### config.mk
export PLATFORM = sky130hd
export DESIGN_NAME = serial_pattern_gen_flat
export DESIGN_NICKNAME = d
export VERILOG_FILES = /design/src/rtl/pattern_pkg.sv /design/src/rtl/serial_pattern_gen_if.sv /design/src/rtl/pattern_shreg.sv /design/src/rtl/serial_pattern_gen.sv /design/src/flat_wrapper.sv
export SDC_FILE = /design/constraint.sdc
export NUM_CORES = 1
export LEC_CHECK = 0
export ABC_AREA = 1
export CAP_MARGIN = 25
export CORE_ASPECT_RATIO = 0.75
export CORE_MARGIN = 2
export CORE_UTILIZATION = 28
export DETAILED_ROUTE_END_ITERATION = 8
export PLACE_DENSITY = 0.49
export SLEW_MARGIN = 20
export SYNTH_ARGS = -nofsm -noshare
export SYNTH_HDL_FRONTEND = slang
export SYNTH_HIERARCHICAL = 1
export SYNTH_SLANG_ARGS = --single-unit
export TNS_END_PERCENT = 5
### constraint.sdc
create_clock -name clk -period 4.75 [get_ports clk]
set_input_delay 1.425 -clock clk [delete_from_list [all_inputs] [get_ports clk]]
set_output_delay 1.425 -clock clk [all_outputs]
set_load 0.03 [all_outputs]
### src/rtl/pattern_pkg.sv
`default_nettype none
// +----------------------------------------------------------------------+
// | pattern_pkg: shared FSM encoding and default sizes for pattern blocks |
// | Revision: 1.0                                                         |
// +----------------------------------------------------------------------+
package pattern_pkg;

  localparam int PAT_W_DEF = 8;
  localparam int CNT_W_DEF = 8;
  localparam int GAP_W_DEF = 4;
  localparam int STATE_W   = 2;

  typedef enum logic [STATE_W-1:0] {
    ST_IDLE  = 2'd0,
    ST_SHIFT = 2'd1,
    ST_GAP   = 2'd2
  } state_t;

endpackage
`default_nettype wire

### src/rtl/serial_pattern_gen_if.sv
`default_nettype none
// +----------------------------------------------------------------------+
// | serial_pattern_gen_if: control and serial-output bundle               |
// | Revision: 1.0                                                         |
// +----------------------------------------------------------------------+
interface serial_pattern_gen_if
  import pattern_pkg::*;
#(
  parameter int PAT_W = PAT_W_DEF,
  parameter int CNT_W = CNT_W_DEF,
  parameter int GAP_W = GAP_W_DEF
);
  localparam int LEN_W = $clog2(PAT_W) + 1;

  logic             start;
  logic             abort;
  logic [PAT_W-1:0] pattern;
  logic [LEN_W-1:0] len;
  logic [CNT_W-1:0] reps;
  logic [GAP_W-1:0] gap;
  logic             x;
  logic             x_valid;
  logic             busy;
  logic             done;
  logic [CNT_W-1:0] rep_cnt;

  modport master (
    output start, abort, pattern, len, reps, gap,
    input  x, x_valid, busy, done, rep_cnt
  );

  modport slave (
    input  start, abort, pattern, len, reps, gap,
    output x, x_valid, busy, done, rep_cnt
  );

endinterface
`default_nettype wire

### src/rtl/pattern_shreg.sv
`default_nettype none
// +----------------------------------------------------------------------+
// | pattern_shreg: left-aligned loadable shift register + bits-left count |
// | Revision: 1.0                                                         |
// +----------------------------------------------------------------------+
module pattern_shreg
  import pattern_pkg::*;
#(
  parameter int PAT_W = PAT_W_DEF,
  parameter int LEN_W = $clog2(PAT_W) + 1
) (
  input  logic             clk,
  input  logic             rst_n,
  input  logic             clr,
  input  logic             load,
  input  logic             shift,
  input  logic [PAT_W-1:0] pattern,
  input  logic [LEN_W-1:0] len,
  output logic             msb,
  output logic             last
);

  logic [PAT_W-1:0] r_sh;
  logic [LEN_W-1:0] r_rem;

  // Left-aligning leaves zeros below the pattern, so once every bit is
  // shifted out the register reads zero and the line idles low by itself.
  always_ff @(posedge clk or negedge rst_n) begin
    if (!rst_n) begin
      r_sh  <= '0;
      r_rem <= '0;
    end else if (clr) begin
      r_sh  <= '0;
      r_rem <= '0;
    end else if (load) begin
      r_sh  <= pattern << (LEN_W'(PAT_W) - len);
      r_rem <= len - LEN_W'(1);
    end else if (shift) begin
      r_sh <= r_sh << 1;
      if (r_rem != '0) r_rem <= r_rem - LEN_W'(1);
    end
  end

  assign msb  = r_sh[PAT_W-1];
  assign last = (r_rem == '0);

endmodule
`default_nettype wire

### src/rtl/serial_pattern_gen.sv
`default_nettype none
// +----------------------------------------------------------------------+
// | serial_pattern_gen: MSB-first repeating pattern transmitter           |
// | Revision: 1.0                                                         |
// +----------------------------------------------------------------------+
module serial_pattern_gen
  import pattern_pkg::*;
#(
  parameter int PAT_W = PAT_W_DEF,
  parameter int CNT_W = CNT_W_DEF,
  parameter int GAP_W = GAP_W_DEF
) (
  input  logic clk,
  input  logic rst_n,
  serial_pattern_gen_if.slave bus
);

  localparam int LEN_W = $clog2(PAT_W) + 1;

  state_t           r_state, w_state_nxt;
  logic [PAT_W-1:0] r_pat;
  logic [LEN_W-1:0] r_len;
  logic [CNT_W-1:0] r_reps;
  logic [GAP_W-1:0] r_gap;
  logic [GAP_W-1:0] r_gap_cnt;
  logic [CNT_W-1:0] r_rep_cnt;
  logic             r_x_valid, r_busy, r_done;

  logic [LEN_W-1:0] w_len_in;
  logic             w_msb, w_last, w_final;
  logic             w_accept, w_reload, w_load, w_shift, w_clr;
  logic             w_rep_end, w_gap_load, w_done_set;

  always_comb begin
    w_len_in = bus.len;
    if (bus.len == '0 || bus.len > LEN_W'(PAT_W)) w_len_in = LEN_W'(PAT_W);
  end

  assign w_final = (r_reps != '0) && (r_rep_cnt == r_reps - CNT_W'(1));

  always_ff @(posedge clk or negedge rst_n) begin
    if (!rst_n) r_state <= ST_IDLE;
    else        r_state <= w_state_nxt;
  end

  always_comb begin
    w_state_nxt = r_state;
    case (r_state)
      ST_IDLE:  if (bus.start && !bus.abort) w_state_nxt = ST_SHIFT;
      ST_SHIFT: begin
        if (bus.abort)                 w_state_nxt = ST_IDLE;
        else if (w_last && w_final)    w_state_nxt = ST_IDLE;
        else if (w_last && r_gap != '0) w_state_nxt = ST_GAP;
      end
      ST_GAP: begin
        if (bus.abort)                        w_state_nxt = ST_IDLE;
        else if (r_gap_cnt <= GAP_W'(1))      w_state_nxt = ST_SHIFT;
      end
      default:  w_state_nxt = ST_IDLE;
    endcase
  end

  always_comb begin
    w_accept   = (r_state == ST_IDLE) && bus.start && !bus.abort;
    w_rep_end  = (r_state == ST_SHIFT) && w_last && !bus.abort;
    w_reload   = (w_rep_end && !w_final && r_gap == '0) ||
                 ((r_state == ST_GAP) && r_gap_cnt <= GAP_W'(1) && !bus.abort);
    w_load     = w_accept || w_reload;
    w_shift    = (r_state == ST_SHIFT) && !bus.abort && !w_reload;
    w_clr      = bus.abort;
    w_gap_load = w_rep_end && !w_final && r_gap != '0;
    w_done_set = w_rep_end && w_final;
  end

  always_ff @(posedge clk or negedge rst_n) begin
    if (!rst_n) begin
      r_pat     <= '0;
      r_len     <= '0;
      r_reps    <= '0;
      r_gap     <= '0;
      r_gap_cnt <= '0;
      r_rep_cnt <= '0;
      r_x_valid <= 1'b0;
      r_busy    <= 1'b0;
      r_done    <= 1'b0;
    end else begin
      if (w_accept) begin
        r_pat     <= bus.pattern;
        r_len     <= w_len_in;
        r_reps    <= bus.reps;
        r_gap     <= bus.gap;
        r_rep_cnt <= '0;
      end else if (w_rep_end && r_rep_cnt != '1) begin
        r_rep_cnt <= r_rep_cnt + CNT_W'(1);
      end
      if (w_clr)                                  r_gap_cnt <= '0;
      else if (w_gap_load)                        r_gap_cnt <= r_gap;
      else if (r_state == ST_GAP && r_gap_cnt != '0) r_gap_cnt <= r_gap_cnt - GAP_W'(1);
      r_x_valid <= (w_state_nxt == ST_SHIFT);
      r_busy    <= (w_state_nxt != ST_IDLE);
      r_done    <= w_done_set;
    end
  end

  pattern_shreg #(
    .PAT_W (PAT_W),
    .LEN_W (LEN_W)
  ) u_shreg (
    .clk     (clk),
    .rst_n   (rst_n),
    .clr     (w_clr),
    .load    (w_load),
    .shift   (w_shift),
    .pattern (w_accept ? bus.pattern : r_pat),
    .len     (w_accept ? w_len_in : r_len),
    .msb     (w_msb),
    .last    (w_last)
  );

  assign bus.x       = w_msb;
  assign bus.x_valid = r_x_valid;
  assign bus.busy    = r_busy;
  assign bus.done    = r_done;
  assign bus.rep_cnt = r_rep_cnt;

endmodule
`default_nettype wire
### src/flat_wrapper.sv
// flat-port wrapper written by rule: the top's interface ports become plain ports
module serial_pattern_gen_flat import pattern_pkg::*;
#(
  parameter int PAT_W = PAT_W_DEF,
  parameter int CNT_W = CNT_W_DEF,
  parameter int GAP_W = GAP_W_DEF
)
  (clk, rst_n, bus_start, bus_abort, bus_pattern, bus_len, bus_reps, bus_gap, bus_x, bus_x_valid, bus_busy, bus_done, bus_rep_cnt);
  serial_pattern_gen_if #(.PAT_W(PAT_W), .CNT_W(CNT_W), .GAP_W(GAP_W)) bus_i ();
  input  logic clk;
  input  logic rst_n;
  input wire logic [$bits(bus_i.start)-1:0] bus_start;
  input wire logic [$bits(bus_i.abort)-1:0] bus_abort;
  input wire logic [$bits(bus_i.pattern)-1:0] bus_pattern;
  input wire logic [$bits(bus_i.len)-1:0] bus_len;
  input wire logic [$bits(bus_i.reps)-1:0] bus_reps;
  input wire logic [$bits(bus_i.gap)-1:0] bus_gap;
  output wire logic [$bits(bus_i.x)-1:0] bus_x;
  output wire logic [$bits(bus_i.x_valid)-1:0] bus_x_valid;
  output wire logic [$bits(bus_i.busy)-1:0] bus_busy;
  output wire logic [$bits(bus_i.done)-1:0] bus_done;
  output wire logic [$bits(bus_i.rep_cnt)-1:0] bus_rep_cnt;
  assign bus_i.start = bus_start;
  assign bus_i.abort = bus_abort;
  assign bus_i.pattern = bus_pattern;
  assign bus_i.len = bus_len;
  assign bus_i.reps = bus_reps;
  assign bus_i.gap = bus_gap;
  assign bus_x = bus_i.x;
  assign bus_x_valid = bus_i.x_valid;
  assign bus_busy = bus_i.busy;
  assign bus_done = bus_i.done;
  assign bus_rep_cnt = bus_i.rep_cnt;
  serial_pattern_gen #(.PAT_W(PAT_W), .CNT_W(CNT_W), .GAP_W(GAP_W)) u_core (.clk(clk), .rst_n(rst_n), .bus(bus_i));
endmodule
Word level (Yosys, flattened, before mapping)
Cells that the tools add are included.

Magnitude comparators: 2. Shifts and indexed selects: 1. Equality and inequality tests: 5. Reductions and logical operators: 38. Muxes and demuxes: 22. Add/subtract/negate cells: 6.

Operators by type and width (number): 2-to-1 mux 8 bit (6); 2-to-1 mux 4 bit (9); logical AND 1 bit (18); logical NOT 4 bit (3); 2-to-1 mux 2 bit (6); nonzero test 4 bit (3); subtractor 4 x 1 -> 4 bit, second input constant (3); nonzero test 3 bit (3); adder 8 x 1 -> 8 bit, second input constant (1); == test 8 bit (1); != test 8 bit, second input constant (1); nonzero test 8 bit (1); left shift 8 x 4 -> 8 bit (1); subtractor 8 x 1 -> 8 bit, second input constant (1); case mux 2 bit (3 select lines) (1); == test 2 x 1 -> 1 bit, second input constant (2); greater-than comparator 4 bit, second input constant (1); less-or-equal comparator 4 x 1 -> 1 bit, second input constant (1); nonzero test 2 bit (2); subtractor 4 bit, first input constant (1); logical NOT 1 bit (3); logical OR 1 bit (3); == test 2 bit, second input constant (1); logical NOT 2 bit (1); AND reduction 2 bit (1).

Logic and storage cells: 86. Bits in registers: 53. Bits of input ports: 28.

Longest topological paths before layout
Gate-level depths: netlist of the first run.

Word-level depth: 12. Mapped depth: 22. Mapped depth without buffers: 20.

Hierarchy
Netlist of the first run, hierarchy kept.

Modules (own cells, without submodules): serial_pattern_gen (area an instance 2273.4 um^2, seq. area each 1026.0 um^2, times used 1, cells an instance 288); pattern_shreg (area an instance 993.5 um^2, seq. area each 300.3 um^2, times used 1, cells an instance 161).

Worst setup path after synthesis of the first run
OpenSTA, ideal clock, no wires.

Path type: input port to flip-flop. From: in bus_abort. To: reg u_core.u_shreg.r_sh[7]. Stages: 19. Arrival time: 3456 ps. Path buffers: 5. Required time: 4633 ps. Slack: 1177 ps. Cells stage by stage: nor2_1 > nand3_1 > clkbuf_1 > clkbuf_1 > nand2_1 > nand2_1 > buf_6 > inv_2 > buf_6 > ha_1 > buf_2 > inv_1 > nand3_1 > nand2_1 > nand2_1 > nand3_1 > nand2_1 > nand2_1 > nand2_1.

Word-level cells in the longest chain between the ends: 8. Elaborated cells on any way between the ends: 18. Classes of those cells: add/sub (1); shift (1); mux (4); reduce/logical (12).

Ends and longest elaborated chain: start: declaration (line flat_wrapper.sv:13) `input wire logic [$bits(bus_i.abort)-1:0] bus_abort;`; parallel branches: the longest is 8 deep, another holds subtractor 4 bit; end signal: assignment (line pattern_shreg.sv:36) `r_sh <= pattern << (LEN_W'(PAT_W) - len);`; end signal: assignment (line pattern_shreg.sv:39) `r_sh <= r_sh << 1;`; end: declaration (line pattern_shreg.sv:23) `logic [PAT_W-1:0] r_sh;`.

Several ways; the timed one is not identified. A chain may end at the register's enable or synchronous reset.

Worst setup path in the final report of the first run
Same ends and word-level chain as after synthesis.

==> impl_metrics.csv, run 1 <==
group,metric,value,unit
synth,syn_inst,449,
synth,ys_seq_elements,53,
clock_network,cts_buffer_depth,2,
worst_setup_path,r2r_slack,1750,ps
routing,top_layer,"met4",
worst_setup_path,worst-path-max-fanout,28,
worst_setup_path,critPathCaptureType,"flop",
worst_hold_path,hold_start,"u_core/u_shreg/r_sh[4]$_DFFE_PN0P_",
floorplanning,die_y,97.55,µm
synth,synth_top_area_share,40.60,%
routing,wl_per_cell,12.00,µm
timing,maxSlewViolCount,0,
routing,wl_met2,3314,µm
global_route,antenna_found_initial,0,
clock_network,cts_hold_buf,0,
clock_network,tritoncts,"built",
timing,finalHoldViolCount,0,
placed_design,io_buffers,39,
synth,synth.top_cells.by_area,"dfrtp_1 41%, nand2_1 21%, nand3_1 7.0%",
synth,synth_edf_count,0,
synth,ys_async_sr_fraction,100.0,%
routing,routed_via_density,4.456,
clock_network,clock_latency,290,ps
layout,drive_gt1_share,10.00,%
synth,ys.flop_type,"dfrtp_1",
layout,final_cell_mix,"183 x nand2_1, 53 x dfrtp_1, 46 x nand3_1",
timing,setup_tns,0,ps
timing,slew_headroom,59.10,%
timing,setup-violations-final,0,
power_and_ir_drop,leakage,1.982,nW
power_and_ir_drop,p_per_area,550.0,nW/µm²
routing,vias,2825,
timing,period_share,83.02,%
worst_setup_path,path_cells,"clkdlybuf4s50_1, buf_4, nor2_1, nand3_1, buf_4, nand2_1, nand2_1, inv_2, ha_1, inv_1, nand3_1, nand2_1, nand2_1, nand3_1, nand2_1, nand2_1, nand2_1",
outcome,outcome,"complete, no violations",
worst_setup_path,reg2reg_from,"u_core/r_reps[0]$_DFFE_PN0P_",
layout,fill_cells,1240,
placed_design,dp_hpwl,5744,µm
clock_network,cts.sinks,53,
floorplanning,start_util,28.44,%
global_route,gr-usage-all-layers,13.00,%
layout,utilization,34.73,%
worst_setup_path,cp.required,4930,ps
global_route,grt_start_max_net_pins,39,
timing,rsz0062_at_grt,"no",
layout,layout_commonest_cell,"nand2_1",
routing,dr.pass1.iters,5,
worst_hold_path,whs_endpoint,"u_core/u_shreg/r_sh[4]$_DFFE_PN0P_",
clock_network,cts_resized,0,
timing,fin_skew,5.851,ps
synth,avgSynthCellArea,7.276,µm²
power_and_ir_drop,peakVddDrop,0.2610,mV
job,drv_cap,0,
routing,dr_wl_met3,277,µm
worst_setup_path,critical_path_class,"in2reg",
placed_design,gp_congestion,0.8461,
worst_setup_path,cp_slowest_stage_delay,460,ps
global_route,grt_pass1_wl,13520,µm
worst_hold_path,min_path_type,"reg2reg",
synth,yosys.area.top_type,"dfrtp_1",
floorplanning,die-area,12560,µm²
timing,fmax,253.6,MHz
routing,drt-met1-wl,3928,µm
synth,synth_nets,484,
worst_setup_path,setup.worst_path.start,"bus_abort",
worst_setup_path,path_common_cell,"nand2_1",
worst_setup_path,critPathBufInv,5,
clock_network,ctsRootBufferMaster,"clkbuf_16",
timing,fin_crit,3944,ps
worst_setup_path,worstRegToRegCells,16,
floorplanning,ioPinCount,40,
floorplanning,dieWidth,128.7,µm
layout,area_growth,22.10,%
synth,synth_cell_types,38,
synth,ys_seq_area_share,40.60,%
timing,tightest_slew,610.7,ps
clock_network,cts_made_buffers,5,
floorplanning,rows,34,
global_route,grt.overflow.total,0,
worst_hold_path,whs_path_depth,2,
clock_network,cts.clk_slew.worst_paths,60,ps
clock_network,postCtsSetupBuffers,0,
synth,yosys_warnings,6,
worst_setup_path,cp.arrival,4120,ps
routing,route.detailed.drc,0,
routing,ant_nets,0,
floorplanning,core,11490,µm²
worst_setup_path,start_kind,"input pin",
worst_setup_path,regToRegEndpoint,"u_core/u_shreg/r_rem[2]$_DFFE_PN0P_",
layout,antenna_cells,0,
layout,final_nets,524,
worst_setup_path,crit_family,"buffers and inverters",
routing,drt_iter0_drc,157,
global_route,grt_pass1_vias,2880,
routing,wl,7605,µm
clock_network,cts_max_level,2,
worst_setup_path,crit_slowest_cell,"clkdlybuf4s50_1",
synth,synth_area,3267,µm²
[cell families after synthesis]
group,synth area share (%)
simple gates,39.91
buf+inv,8.004
flops,40.60
compound gates,6.932
xor+xnor,1.877
fa+ha+maj,2.681
[cells in the mapped netlist, types with 3 or more instances]
cell,instances
nor2_1,19
xor2_1,4
nand2_2,10
nor2_2,6
nand3_1,46
buf_6,4
ha_1,7
nand4_1,3
inv_2,5
nor2_4,5
inv_1,42
xnor2_1,3
a21oi_1,9
clkbuf_1,4
dfrtp_1,53
o21ai_0,19
nand2_1,183
o21ai_1,3
[state kept, by name (all words and copies together) (netlist names), 2 cells and up]
signal	cells
u_core/bus.rep_cnt	8
u_core/r_gap	4
u_core/r_gap_cnt	4
u_core/r_len	4
u_core/r_pat	8
u_core/r_reps	8
u_core/r_state	2
u_core/u_shreg/r_rem	4
u_core/u_shreg/r_sh	8
[cell type report]
type                            count  area, µm²  share of cell area (%)
Clock inverter                      1      30.03                  0.7528
Tap cell                          144      180.2                   4.517
Sequential cell                    53       1326                   33.25
Inverter                           48      187.7                   4.705
Multi-Input combinational cell    337       1679                   42.10
Clock buffer                        7      142.6                   3.576
Timing Repair Buffer               44      442.9                   11.10
[power by group]
group | total [mW] | internal [mW] | switching (mW)
Sequential | 0.711 | 0.597 | 0.114
Clock | 0.425 | 0.264 | 0.162
Combinational | 1.06 | 0.390 | 0.668
Total | 2.19 | 1.25 | 0.944
[metal layers]
layer / vias up / track usage (%)
li1: 1489 / -
met1: 1278 / 18.25
met2: 50 / 20.59
met3: 8 / 2.919
met4: 0 / 2.508
met5: - / 0
[through the flow]
stage	setup slack, ps	hold slack (ps)	instances	power (mW)	instance area (µm²)
2_1_floorplan	1177	444.9	449	1.543	3267
3_3_place_gp	508.2	478.2	625	1.764	3789
3_5_place_dp	505.7	471.9	625	1.779	3789
4_1_cts	801.7	490.7	633	2.221	3961
5_1_grt	428.3	505.8	634	2.435	3989
6_report	806.4	485.9	634	2.194	3989
[worst register-to-register path: stages, from the launching register on]
cell     delay (ps)
dfrtp_1         400
inv_2            90
ha_1            320
inv_1            60
nand2_1          40
nand2_1          60
nand3_1         100
nor2_4          130
nand2_2          70
nor2_4          100
nand3_4         150
nand3_1         140
nand2_1         270
o21ai_0         410
ha_1            230
xor2_1          200
o22ai_1         120
[worst max path at each step]
stage	endpoint	depth (start not counted)
floorplan	u_core/u_shreg/r_sh[7]$_DFFE_PN0P_	19
global placement	u_core/u_shreg/r_sh[3]$_DFFE_PN0P_	16
detailed placement	u_core/u_shreg/r_sh[7]$_DFFE_PN0P_	17
CTS	u_core/u_shreg/r_sh[7]$_DFFE_PN0P_	16
global route	u_core/u_shreg/r_sh[7]$_DFFE_PN0P_	17
finish	u_core/u_shreg/r_sh[7]$_DFFE_PN0P_	17
No activity file was read; power rests on OpenSTA's default activity.
==> run 2, diff against run 1 <==
==> constraint.sdc (replaced) <==
create_clock -name clk -period 4.1 [get_ports clk]
set_input_delay 1.23 -clock clk [delete_from_list [all_inputs] [get_ports clk]]
set_output_delay 1.23 -clock clk [all_outputs]
set_load 0.03 [all_outputs]
==> impl_metrics.csv, run 2 (synthesized netlist as in run 1, its figures left out) <==
group,metric,value,unit
layout,antenna_cells,0,
timing,tightest_slew,603.9,ps
outcome,outcome,"complete, no violations",
floorplanning,die_y,97.55,µm
layout,final_cell_mix,"183 x nand2_1, 53 x dfrtp_1, 46 x nand3_1",
layout,drive_gt1_share,9.776,%
layout,fill_cells,1230,
timing,period_share,85.81,%
layout,layout_commonest_cell,"nand2_1",
clock_network,cts_made_buffers,5,
power_and_ir_drop,leakage,1.960,nW
clock_network,cts_resized,0,
layout,final-seq-area,1326,µm²
placed_design,io_buffers,39,
floorplanning,dieWidth,128.7,µm
clock_network,cts.sinks,53,
routing,wl,7546,µm
worst_setup_path,critPathCaptureType,"flop",
routing,dr.pass1.iters,4,
timing,fin_skew,6.753,ps
job,drv_cap,0,
layout,final_nets,525,
floorplanning,core,11490,µm²
floorplanning,start_util,28.44,%
worst_setup_path,setup.worst_path.start,"bus_abort",
worst_setup_path,critical_path_class,"in2reg",
routing,routed_via_density,4.447,
clock_network,tritoncts,"built",
worst_setup_path,cp.required,4280,ps
worst_hold_path,hold_start,"u_core/u_shreg/r_sh[6]$_DFFE_PN0P_",
global_route,gr-usage-all-layers,12.78,%
clock_network,cts_max_level,2,
worst_hold_path,min_path_type,"reg2reg",
clock_network,ctsRootBufferMaster,"clkbuf_16",
clock_network,cts_buffer_depth,2,
clock_network,clock_latency,290,ps
timing,fin_crit,3518,ps
routing,route.detailed.drc,0,
floorplanning,ioPinCount,40,
timing,maxSlewViolCount,0,
layout,multi_input_area,1679,µm²
floorplanning,rows,34,
worst_setup_path,worst-path-max-fanout,28,
timing,rsz0062_at_grt,"no",
clock_network,postCtsSetupBuffers,0,
global_route,antenna_found_initial,0,
floorplanning,die-area,12560,µm²
routing,vias,2824,
timing,fmax,284.2,MHz
timing,setup-violations-final,0,
placed_design,gp_congestion,0.8156,
routing,ant_nets,0,
timing,slew_headroom,59.55,%
global_route,grt_pass1_wl,12980,µm
clock_network,cts.clk_slew.worst_paths,70,ps
layout,area_growth,20.61,%
worst_setup_path,reg2reg_from,"u_core/r_reps[0]$_DFFE_PN0P_",
timing,setup_tns,0,ps
worst_setup_path,cp.arrival,3700,ps
placed_design,dp_hpwl,5742,µm
clock_network,cts_hold_buf,0,
timing,finalHoldWorstSlack,485.2,ps
global_route,grt_pass1_vias,2732,
routing,wl_per_cell,11.88,µm
power_and_ir_drop,p_per_area,623.6,nW/µm²
global_route,grt_start_max_net_pins,29,
routing,drt_iter0_drc,157,
worst_setup_path,start_kind,"input pin",
global_route,grt.overflow.total,0,
timing,finalHoldViolCount,0,
power_and_ir_drop,peakVddDrop,0.2562,mV
==> run 2: cell types whose count changed in the layout (fill, tap and decap cells not counted) <==
cell / previous run / this run
clkbuf_8: 1 / 0
bufinv_16: 1 / 0
clkbuf_1: 1 / 3
buf_16: 1 / 0
buf_4: 4 / 6
==> run 2: worst paths after layout <==
check                                                       to  slack [ps]  cells past startpoint
hold reg to reg             u_core/u_shreg/r_sh[6]$_DFFE_PN0P_         490                      2
hold / removal              u_core/u_shreg/r_sh[6]$_DFFE_PN0P_         490                      2
max in group asynchronous            u_core/r_len[2]$_DFF_PN0_        2340                      2
min in group asynchronous            u_core/r_pat[6]$_DFF_PN0_         950                      1
setup reg to reg           u_core/u_shreg/r_rem[1]$_DFFE_PN0P_        1130                     19
setup / recovery            u_core/u_shreg/r_sh[7]$_DFFE_PN0P_         580                     15
==> run 2: area by class of cell <==
type,instances,share of cell area (%)
multi-input cells,337,42.62
flip-flops and latches,53,33.66
repair buffers,45,10.92
inverters,48,4.763
well taps,144,4.573
clock buffers,8,3.461
==> run 2: critical path, cell delays in order <==
cell and delay (ps):
clkdlybuf4s50_1 420, nor2_1 180, nand3_1 120, buf_4 250, o21ai_0 300, inv_1 120, ha_1 390, inv_1 200
nand3_1 100, nand2_1 90, nand2_1 60, nand3_1 70, nand2_1 60, nand2_1 50, nand2_1 50
==> run 2: through the flow <==
| step | utilization, % | instances | power (mW) | area [µm²] | setup WS [ps] |
|---|---|---|---|---|---|
| finish | 34.30 | 635 | 2.457 | 3940 | 581.8 |
| global route | 34.30 | 635 | 2.703 | 3940 | 287.5 |
| CTS | 34.30 | 635 | 2.493 | 3940 | 595.7 |
| detailed placement | 33.12 | 627 | 2.063 | 3804 | 290.2 |
| global placement | 33.12 | 627 | 2.045 | 3804 | 379.9 |
| floorplan | - | 449 | 1.788 | 3267 | 722.0 |
==> run 2: per-layer routing <==
metal	wire [µm]	GRT usage, %	share of wire (%)	vias up
li1	-	-	-	1492
met1	4138	19.16	55	1296
met2	3129	18.88	41	31
met3	214	2.588	2.8	5
met4	64	2.759	0.85	0
met5	0	0	0	-
==> run 2: power breakdown <==
group | switching [mW] | internal, mW | total, mW
registers | 0.133 | 0.692 | 0.825
clock network | 0.186 | 0.228 | 0.414
logic | 0.763 | 0.455 | 1.22
total | 1.08 | 1.37 | 2.46
